<file path="src/rtl/mastermind_pkg.sv">
// Shared types and helpers for the mastermind grading slice.
// Patterns pack four 3-bit shapes, slot i at bits [3i+2:3i].
package mastermind_pkg;

  typedef logic [2:0]  shape_t;
  typedef logic [11:0] pattern_t;

  localparam int     NUM_SLOTS  = 4;
  localparam int     NUM_SHAPES = 6;
  localparam shape_t SHAPE_MIN  = 3'b001;
  localparam shape_t SHAPE_MAX  = shape_t'(int'(SHAPE_MIN) + NUM_SHAPES - 1);

  typedef enum logic [1:0] {IDLE, MATCH, COUNT, DONE} grade_state_t;

  typedef shape_t slotArr_t [NUM_SLOTS];

  // Occurrences of one shape across the four slots (0..4).
  function automatic logic [2:0] countShape(input slotArr_t sl, input shape_t s);
    logic [2:0] n;
    n = '0;
    for (int i = 0; i < NUM_SLOTS; i++)
      if (sl[i] == s) n = n + 3'd1;
    return n;
  endfunction

  function automatic logic [2:0] min3(input logic [2:0] a, input logic [2:0] b);
    return (a < b) ? a : b;
  endfunction

  // A slot holding 000 or 111 is not a playable shape.
  function automatic logic isIllegal(input pattern_t p);
    logic bad;
    bad = 1'b0;
    for (int i = 0; i < NUM_SLOTS; i++)
      if (p[3*i +: 3] == 3'b000 || p[3*i +: 3] == 3'b111) bad = 1'b1;
    return bad;
  endfunction

endpackage

</file>
<file path="src/rtl/grade_guess_if.sv">
// Guess handshake and grade result bundle between the player front end
// (master modport) and the grader (slave modport).
// GRADE_ILLEGAL_CHECK_EN adds the illegalGuess indication.
interface grade_guess_if;
  import mastermind_pkg::*;

  pattern_t    guess;
  logic        guessValid;
  logic        guessReady;
  logic [2:0]  znarly;
  logic [2:0]  zood;
  logic        gradeValid;
  logic [3:0]  roundNum;
  logic        gameWon;
  logic        gameOver;
`ifdef GRADE_ILLEGAL_CHECK_EN
  logic        illegalGuess;

  modport master (output guess, guessValid,
                  input  guessReady, znarly, zood, gradeValid, roundNum,
                         gameWon, gameOver, illegalGuess);
  modport slave  (input  guess, guessValid,
                  output guessReady, znarly, zood, gradeValid, roundNum,
                         gameWon, gameOver, illegalGuess);
`else
  modport master (output guess, guessValid,
                  input  guessReady, znarly, zood, gradeValid, roundNum,
                         gameWon, gameOver);
  modport slave  (input  guess, guessValid,
                  output guessReady, znarly, zood, gradeValid, roundNum,
                         gameWon, gameOver);
`endif
endinterface

</file>
<file path="src/rtl/pattern_unpack.sv">
// Splits a packed 12-bit pattern into its four shape slots.
module pattern_unpack
  import mastermind_pkg::*;
(
  input  pattern_t pattern,
  output slotArr_t slot
);

  // Pure wiring: slot i takes bits [3i+2:3i].
  always_comb begin
    for (int i = 0; i < NUM_SLOTS; i++)
      slot[i] = pattern[3*i +: 3];
  end

endmodule

</file>
<file path="src/rtl/grade_guess.sv">
// Multi-cycle guess grader: exact matches over four MATCH cycles, common
// shapes over six COUNT cycles, result published with a one-cycle gradeValid.
// Optional macro GRADE_ILLEGAL_CHECK_EN rejects guesses containing 000/111.
module grade_guess
  import mastermind_pkg::*;
#(
  parameter int MAX_ROUNDS = 8
) (
  input  logic          clock,
  input  logic          reset,
  input  pattern_t      masterPattern,
  input  logic          masterLoaded,
  input  logic          startGame,
  grade_guess_if.slave  gg
);

  localparam logic [3:0] MAX_R = 4'(MAX_ROUNDS);

  grade_state_t state;
  pattern_t     guessLat;
  logic [1:0]   idx;
  shape_t       shapeSel;
  logic [2:0]   exact;
  logic [2:0]   common;

  slotArr_t     gSlot;
  slotArr_t     mSlot;

  // The master is read live so a grade in flight finishes even if
  // masterLoaded drops; the loader holds the pattern stable.
  pattern_unpack uGuess  (.pattern(guessLat),      .slot(gSlot));
  pattern_unpack uMaster (.pattern(masterPattern), .slot(mSlot));

  logic       accept;
  logic [2:0] exactNext;
  logic [2:0] commonNext;
  logic [3:0] roundNext;
  logic       wonNow;

  assign gg.guessReady = (state == IDLE) & masterLoaded & ~gg.gameOver;
  assign accept        = gg.guessValid & gg.guessReady;

  // Per-cycle accumulator updates and end-of-grade round bookkeeping.
  always_comb begin
    exactNext  = exact + {2'b00, (gSlot[idx] == mSlot[idx])};
    commonNext = common + min3(countShape(gSlot, shapeSel),
                               countShape(mSlot, shapeSel));
    roundNext  = (gg.roundNum == MAX_R) ? gg.roundNum : gg.roundNum + 4'd1;
    wonNow     = (exact == 3'd4);
  end

  // Grading FSM; results are registered on the last COUNT step so they
  // are visible during DONE together with gradeValid.
  always_ff @(posedge clock) begin
    if (reset) begin
      state         <= IDLE;
      guessLat      <= '0;
      idx           <= '0;
      shapeSel      <= SHAPE_MIN;
      exact         <= '0;
      common        <= '0;
      gg.znarly     <= '0;
      gg.zood       <= '0;
      gg.gradeValid <= 1'b0;
      gg.roundNum   <= '0;
      gg.gameWon    <= 1'b0;
      gg.gameOver   <= 1'b0;
    end else if (startGame) begin
      state         <= IDLE;
      idx           <= '0;
      shapeSel      <= SHAPE_MIN;
      exact         <= '0;
      common        <= '0;
      gg.znarly     <= '0;
      gg.zood       <= '0;
      gg.gradeValid <= 1'b0;
      gg.roundNum   <= '0;
      gg.gameWon    <= 1'b0;
      gg.gameOver   <= 1'b0;
    end else begin
      gg.gradeValid <= 1'b0;
      case (state)
        IDLE: begin
`ifdef GRADE_ILLEGAL_CHECK_EN
          if (accept && !isIllegal(gg.guess)) begin
`else
          if (accept) begin
`endif
            guessLat <= gg.guess;
            idx      <= '0;
            shapeSel <= SHAPE_MIN;
            exact    <= '0;
            common   <= '0;
            state    <= MATCH;
          end
        end
        MATCH: begin
          exact <= exactNext;
          idx   <= idx + 2'd1;
          if (idx == 2'(NUM_SLOTS - 1)) state <= COUNT;
        end
        COUNT: begin
          common   <= commonNext;
          shapeSel <= shapeSel + 3'd1;
          if (shapeSel == SHAPE_MAX) begin
            state         <= DONE;
            gg.znarly     <= exact;
            gg.zood       <= commonNext - exact;
            gg.gradeValid <= 1'b1;
            gg.roundNum   <= roundNext;
            gg.gameWon    <= gg.gameWon | wonNow;
            gg.gameOver   <= gg.gameOver | gg.gameWon | wonNow | (roundNext == MAX_R);
          end
        end
        DONE: state <= IDLE;
        default: state <= IDLE;
      endcase
    end
  end

`ifdef GRADE_ILLEGAL_CHECK_EN
  // One-cycle flag for a guess consumed without grading.
  always_ff @(posedge clock) begin
    if (reset || startGame) gg.illegalGuess <= 1'b0;
    else gg.illegalGuess <= accept & isIllegal(gg.guess);
  end
`endif

endmodule

</file>
<file path="src/flat_wrapper.sv">
// flat-port wrapper written by rule: the top's interface ports become plain ports
module grade_guess_flat import mastermind_pkg::*;
#(
  parameter int MAX_ROUNDS = 8
)
  (clock, reset, masterPattern, masterLoaded, startGame, gg_guess, gg_guessValid, gg_guessReady, gg_znarly, gg_zood, gg_gradeValid, gg_roundNum, gg_gameWon, gg_gameOver);
  grade_guess_if gg_i ();
  input  logic clock;
  input  logic reset;
  input  pattern_t masterPattern;
  input  logic masterLoaded;
  input  logic startGame;
  input wire logic [$bits(gg_i.guess)-1:0] gg_guess;
  input wire logic [$bits(gg_i.guessValid)-1:0] gg_guessValid;
  output wire logic [$bits(gg_i.guessReady)-1:0] gg_guessReady;
  output wire logic [$bits(gg_i.znarly)-1:0] gg_znarly;
  output wire logic [$bits(gg_i.zood)-1:0] gg_zood;
  output wire logic [$bits(gg_i.gradeValid)-1:0] gg_gradeValid;
  output wire logic [$bits(gg_i.roundNum)-1:0] gg_roundNum;
  output wire logic [$bits(gg_i.gameWon)-1:0] gg_gameWon;
  output wire logic [$bits(gg_i.gameOver)-1:0] gg_gameOver;
  assign gg_i.guess = gg_guess;
  assign gg_i.guessValid = gg_guessValid;
  assign gg_guessReady = gg_i.guessReady;
  assign gg_znarly = gg_i.znarly;
  assign gg_zood = gg_i.zood;
  assign gg_gradeValid = gg_i.gradeValid;
  assign gg_roundNum = gg_i.roundNum;
  assign gg_gameWon = gg_i.gameWon;
  assign gg_gameOver = gg_i.gameOver;
  grade_guess #(.MAX_ROUNDS(MAX_ROUNDS)) u_core (.clock(clock), .reset(reset), .masterPattern(masterPattern), .masterLoaded(masterLoaded), .startGame(startGame), .gg(gg_i));
endmodule
</file>
<file path="config.mk">
export PLATFORM = sky130hd
export DESIGN_NAME = grade_guess_flat
export DESIGN_NICKNAME = d
export VERILOG_FILES = /design/src/rtl/mastermind_pkg.sv /design/src/rtl/grade_guess_if.sv /design/src/rtl/pattern_unpack.sv /design/src/rtl/grade_guess.sv /design/src/flat_wrapper.sv
export SDC_FILE = /design/constraint.sdc
export NUM_CORES = 1
export LEC_CHECK = 0
export BUFFER_PORTS_ARGS = -buffer_cell sky130_fd_sc_hd__clkbuf_2
export CORE_MARGIN = 4
export CORE_UTILIZATION = 44
export CTS_CLUSTER_SIZE = 24
export DETAILED_ROUTE_END_ITERATION = 7
export GPL_TIMING_DRIVEN = 1
export HOLD_SLACK_MARGIN = 0.06
export PLACE_DENSITY = 0.75
export SETUP_SLACK_MARGIN = 0.1
export SYNTH_ARGS = -nofsm -noshare
export SYNTH_HDL_FRONTEND = slang
export SYNTH_SLANG_ARGS = --single-unit
</file>
<file path="constraint.sdc">
create_clock -name clock -period 6.7 [get_ports clock]
set_clock_uncertainty 0.15 [all_clocks]
set_input_delay 1.34 -clock clock [delete_from_list [all_inputs] [get_ports clock]]
set_output_delay 1.34 -clock clock [all_outputs]
set_load 0.005 [all_outputs]
</file>
Yosys cells after proc, flatten, opt, wreduce, memory -nomap -nowiden:

Cells that the tools add are included.

* register bits after elaboration: 38
* input port bits: 29
* output and inout port bits: 14
* word-level logic and storage cells: 95

* add/subtract/negate cells: 12
* magnitude comparators: 2
* equal/unequal tests: 20
* mux-type cells: 28
* bitwise operators: 11
* reductions and logical operators: 10

Operator list (number)
* $mux 3: 13
* $eq 3x3->1: 9
* $add 3x1->3 const B: 6
* $pmux 3 s2: 3
* $bmux 3 s2: 2
* $eq 4x4->1 const B: 2
* $mux 2: 4
* $pmux 2 s4: 1
* $eq 2x2->1 const B: 3
* $eq 3x3->1 const B: 2
* $ne 2x1->1 const B: 3
* $reduce_and 2->1: 3
* $reduce_and 3->1: 2
* $add 4x1->4 const B: 1
* $mux 4: 1
* $or 1x1->1: 4
* $pmux 2 s2: 1
* $reduce_bool 2->1: 2
* $add 3x1->3: 1
* $add 3x3->3: 1
* $and 1x1->1: 3
* $ge 3x3->1 const B: 1
* $lt 3x3->1: 1
* $mux 1: 3
* other kinds (9): 11

Logic depth before layout (Yosys ltp):

* word-level depth: 12
* gate-level depth with buffers: 25
* mapped depth without buffers: 23

By module:

A second synthesis with hierarchy kept.

* cell total of the unflattened synthesis: 328
* area, all modules: 2753.9 um^2

By module, submodules not included
* grade_guess: instances 1, cells each 304, area each 2573.7 um^2
* pattern_unpack: instances 2, cells each 12, area each 90.1 um^2

Worst setup path after synthesis:

No wires, ideal clock.

* path kind: input to register
* from: input port masterPattern[2]
* to: register u_core.gg.zood[2]
* setup time: 0.086 ns
* arrival time: 5.301 ns
* data required time: 6.464 ns
* slack: 1.163 ns
* cell stages on the path: 20
* path buffers: 0
* path through: xnor2_1 > and3_1 > ha_1 > or4_4 > nand2_1 > ha_1 > nand4_1 > xnor2_1 > ha_1 > inv_1 > a21oi_1 > a2bb2oi_1 > a21oi_1 > ha_1 > fa_1 > fa_1 > xnor2_1 > xnor2_1 > xnor2_1 > a211oi_1

* word-level cells in the longest chain between the ends: 12

Ends and longest elaborated chain
* start, declared: RTL line flat_wrapper.sv:10 `input pattern_t masterPattern;`
* $eq 3x3->1 *: RTL line mastermind_pkg.sv:22 `if (sl[i] == s) n = n + 3'd1;`
* $mux 1 *: RTL line mastermind_pkg.sv:22
* $add 1x1->2: RTL line mastermind_pkg.sv:22
* $mux 3 *: RTL line mastermind_pkg.sv:22
* $add 3x1->3: RTL line mastermind_pkg.sv:22
* $mux 3 *: RTL line mastermind_pkg.sv:22
* $add 3x1->3: RTL line mastermind_pkg.sv:22
* $mux 3 *: RTL line mastermind_pkg.sv:22
* $lt 3x3->1: RTL line mastermind_pkg.sv:27 `return (a < b) ? a : b;`
* $mux 3 *: RTL line mastermind_pkg.sv:27
* $add 3x3->3 *: RTL line grade_guess.sv:46 `commonNext = common + min3(countShape(gSlot, shapeSel),`
* $sub 3x3->3 *: RTL line grade_guess.sv:108 `gg.zood <= commonNext - exact;`
* end signal, assigned: RTL line grade_guess.sv:108
* end, declared: RTL line grade_guess_if.sv:30 `output guessReady, znarly, zood, gradeValid, roundNum,`

Every way passes the cells marked *; elsewhere a longest branch is shown, timed or not.
A chain may end at the register's enable or synchronous reset.

Final worst setup path:

Same ends and word-level chain as after synthesis.

==> metrics <==
status completed; sequential element share of the synthesized area 29.6%; worst min-delay path class reg2reg; Synth Register Bits 38; number of global-route vias before repair 2009; fin crit share 84.3%; DR iter-0 viols 95; Slowest cell on crit path or4_4; Netlist cell types 47; post-synthesis instance area 0.00257 mm²; vias per inst 5.24; CP Class in2reg; Top FF cell, synth dfxtp_1; nets@finish 402; CTS Root Cell clkbuf_8; setup ws final 1.05 ns; drt wl/cell 12.7 µm; htree depth 2; Power Density 180 mW/mm²; WP buf/inv 2; max-slew violation count 0; Vias 2207; Synth Warn # 0; WHS 0.307 ns; Starting Density 46.1%; Arr. time, crit path 5.71 ns; die height 84.4 µm; CTS sink cnt 38; max_cap viols 0; Core Footprint 0.00557 mm²; first-pass GRT wire length 9.20 mm; number of synthesized flops with an enable pin 0; # port buffers 42; Post-Route Setup TNS 0 ns; DPL Wire Length 4.05 mm; CTS buffer count 5; met2 usage 25.5%; TritonCTS clock tree built; GRT met1 Usage 20.5%; CP Capture Type register; Mapped Cells 313; Area Overhead vs Synth 14.2%; Crit Path Max Fanout 3; largest net degree at the start of global routing 27; initial antenna violation count 0; crit start category input pin; Finish-stage setup viols 0; # rows 27; worst-margin pin slew 0.682 ns; number of hold buffers added after cts 0; standby leakage power 1.26 nW; # fillers 538; worst skew pair latency 0.30 ns; fin crit period 5.65 ns; final WL 5.36 mm; VDD IR-drop max 153 µV; crit-path cells clkbuf_2, xnor2_1, and3_1, ha_1, or4_4, nand2_1, ha_1, nand4_1, xnor2_1, ha_1, inv_1, a21oi_1, a2bb2oi_1, a21oi_1, ha_1, fa_1, fa_1, xnor2_1, xnor2_1, xnor2_1, a211oi_1; RePlAce Congestion 0.799; Max clock buf depth 2; Die ar. 0.00713 mm²; Syn Area/Cell 8.21 µm²; Antenna Nets Post-Route 0; GRT Total Usage 15.7%; number of diodes 0; Top Usage Layer GRT met2; met3 usage 3.53%; Post-synth ARST share 0%; Post-CTS Resized 0; post-place setup slack 0.740 ns; Die Wd 84.4 µm; DRC viols 0; Congestion Overflow GR 0; fmax 177 MHz; Clock transition at path regs 0.08 ns; Syn Nets 367; Setup Fix Bufs, Post-CTS 0; endpoints failing hold 0; Initial DRT Pass Iterations 4; layout cells sized above 1 16.6%; Worst EP required 6.77 ns; IO Count 43; Critical Path Most Common Cell xnor2_1; Slew HR 54.3%; Top Family by Delay on Critical Path adder cells; RSZ-0062 raised after global routing no; worst stage delay on the critical path 0.56 ns
==> path summary, 6_finish.rpt <==
kind	start	end	slack [ns]	depth (start not counted)
max	masterPattern[2]	u_core.gg.zood[2]$_SDFFE_PP0P_	1.05	21
min	u_core.gg.znarly[0]$_SDFFE_PP0P_	u_core.gg.znarly[0]$_SDFFE_PP0P_	0.31	2
max reg2reg	u_core.shapeSel[2]$_SDFFE_PP0P_	u_core.gg.zood[2]$_SDFFE_PP0P_	1.38	20
min reg2reg	u_core.gg.znarly[0]$_SDFFE_PP0P_	u_core.gg.znarly[0]$_SDFFE_PP0P_	0.31	2
==> registers in the layout (all words and copies together) (netlist names) <==
register / count
u_core.gg.gradeValid: 1
u_core.gg.roundNum: 4
u_core.shapeSel: 3
u_core.gg.zood: 3
u_core.exact: 3
u_core.gg.znarly: 3
u_core.state: 2
u_core.idx: 2
u_core.gg.gameOver: 1
u_core.common: 3
u_core.guessLat: 12
u_core.gg.gameWon: 1
==> worst reg2reg max path, stage by stage (launching register included) <==
cell	delay, ns
dfxtp_1	0.76
xnor2_1	0.18
and3_1	0.24
ha_1	0.33
nor4_1	0.47
or2_2	0.19
ha_1	0.13
nand2_1	0.06
xnor2_1	0.27
ha_1	0.28
inv_1	0.08
a21oi_1	0.10
a2bb2oi_1	0.15
a21oi_1	0.06
ha_1	0.22
fa_1	0.50
fa_1	0.45
xnor2_1	0.15
xnor2_1	0.14
xnor2_1	0.13
a211oi_1	0.22
==> synthesized netlist by cell type, types with 3 or more instances <==
master,number,share of area (%)
nand2_1,49,7.2
dfxtp_1,38,30
a21oi_1,28,5.4
xnor2_1,25,8.5
ha_1,23,11
nor2_1,21,3.1
xor2_1,18,6.1
inv_1,17,2.5
clkbuf_1,10,1.5
o21ai_0,7,1.4
nand3_1,6,1.2
and3_1,5,1.2
a211oi_1,4,1.2
a32oi_1,4,1.4
mux2i_1,4,1.6
nor2b_1,4,0.97
nor3_1,4,0.78
a2bb2oi_1,3,1.0
nand2b_1,3,0.73
nor3b_1,3,0.88
nor4_1,3,0.73
o31ai_1,3,0.88
==> metrics by stage <==
step	area, µm²	cells	total power [mW]	utilization [%]
after floorplan	2570	313	0.279	-
after CTS	2940	421	0.534	52.7
final	2940	421	0.530	52.7
after global placement	2800	413	0.298	50.2
after global routing	2940	421	0.554	52.7
after detailed placement	2800	413	0.299	50.2
==> layer usage <==
metal / vias up / wire length (µm) / share of wire [%]
met4: 0 / 83 / 1.5
met3: 9 / 321 / 6.0
li1: 1134 / - / -
met5: - / 0 / 0
met2: 50 / 2610 / 49
met1: 1014 / 2340 / 44
==> logic make-up (layout without fill, tap and decap cells) <==
family	Yosys count	count (layout)	synth area share (%)
xor gates and xnor gates	44	44	15.3
AOI/OAI and AO/OA	61	61	15.0
adders and majority gates	25	25	12.7
DFF	38	38	29.6
and+or+nand+nor	110	110	20.5
muxes	4	4	1.56
buffers and inverters	31	67	5.30
==> layout make-up <==
class | instances | area (µm²) | share of cell area, %
Clock buffer | 5 | 68.8 | 2.34
Clock inverter | 3 | 68.8 | 2.34
Inverter | 17 | 63.8 | 2.17
Multi-Input combinational cell | 244 | 1670 | 57.0
Sequential cell | 38 | 761 | 25.9
Tap cell | 72 | 90.1 | 3.07
Timing Repair Buffer | 42 | 210 | 7.16
==> report_power, final <==
group | total, mW | leakage [nW] | internal [mW] | switching [mW]
registers | 0.232 | 0.307 | 0.229 | 0.00348
logic | 0.0622 | 0.887 | 0.0281 | 0.0340
clock network | 0.236 | 0.0683 | 0.149 | 0.0863
total | 0.530 | 1.26 | 0.406 | 0.124
==> cell usage in the layout (no fill, tap or decap), types with 2 or more instances in the layout <==
cell	count
a211oi_1	4
a21o_1	2
a21oi_1	28
a2bb2oi_1	3
a32oi_1	4
and3_1	5
bufinv_16	2
clkbuf_2	42
clkbuf_8	5
dfxtp_1	38
fa_1	2
ha_1	23
inv_1	17
mux2i_1	4
nand2_1	49
nand2b_1	3
nand3_1	6
nand4_1	2
nand4b_1	2
nor2_1	21
nor2b_1	4
nor3_1	4
nor3b_1	3
nor4_1	3
o21ai_0	7
o31ai_1	3
or2_2	2
xnor2_1	25
xor2_1	18
(Power assumes the default switching activity.)
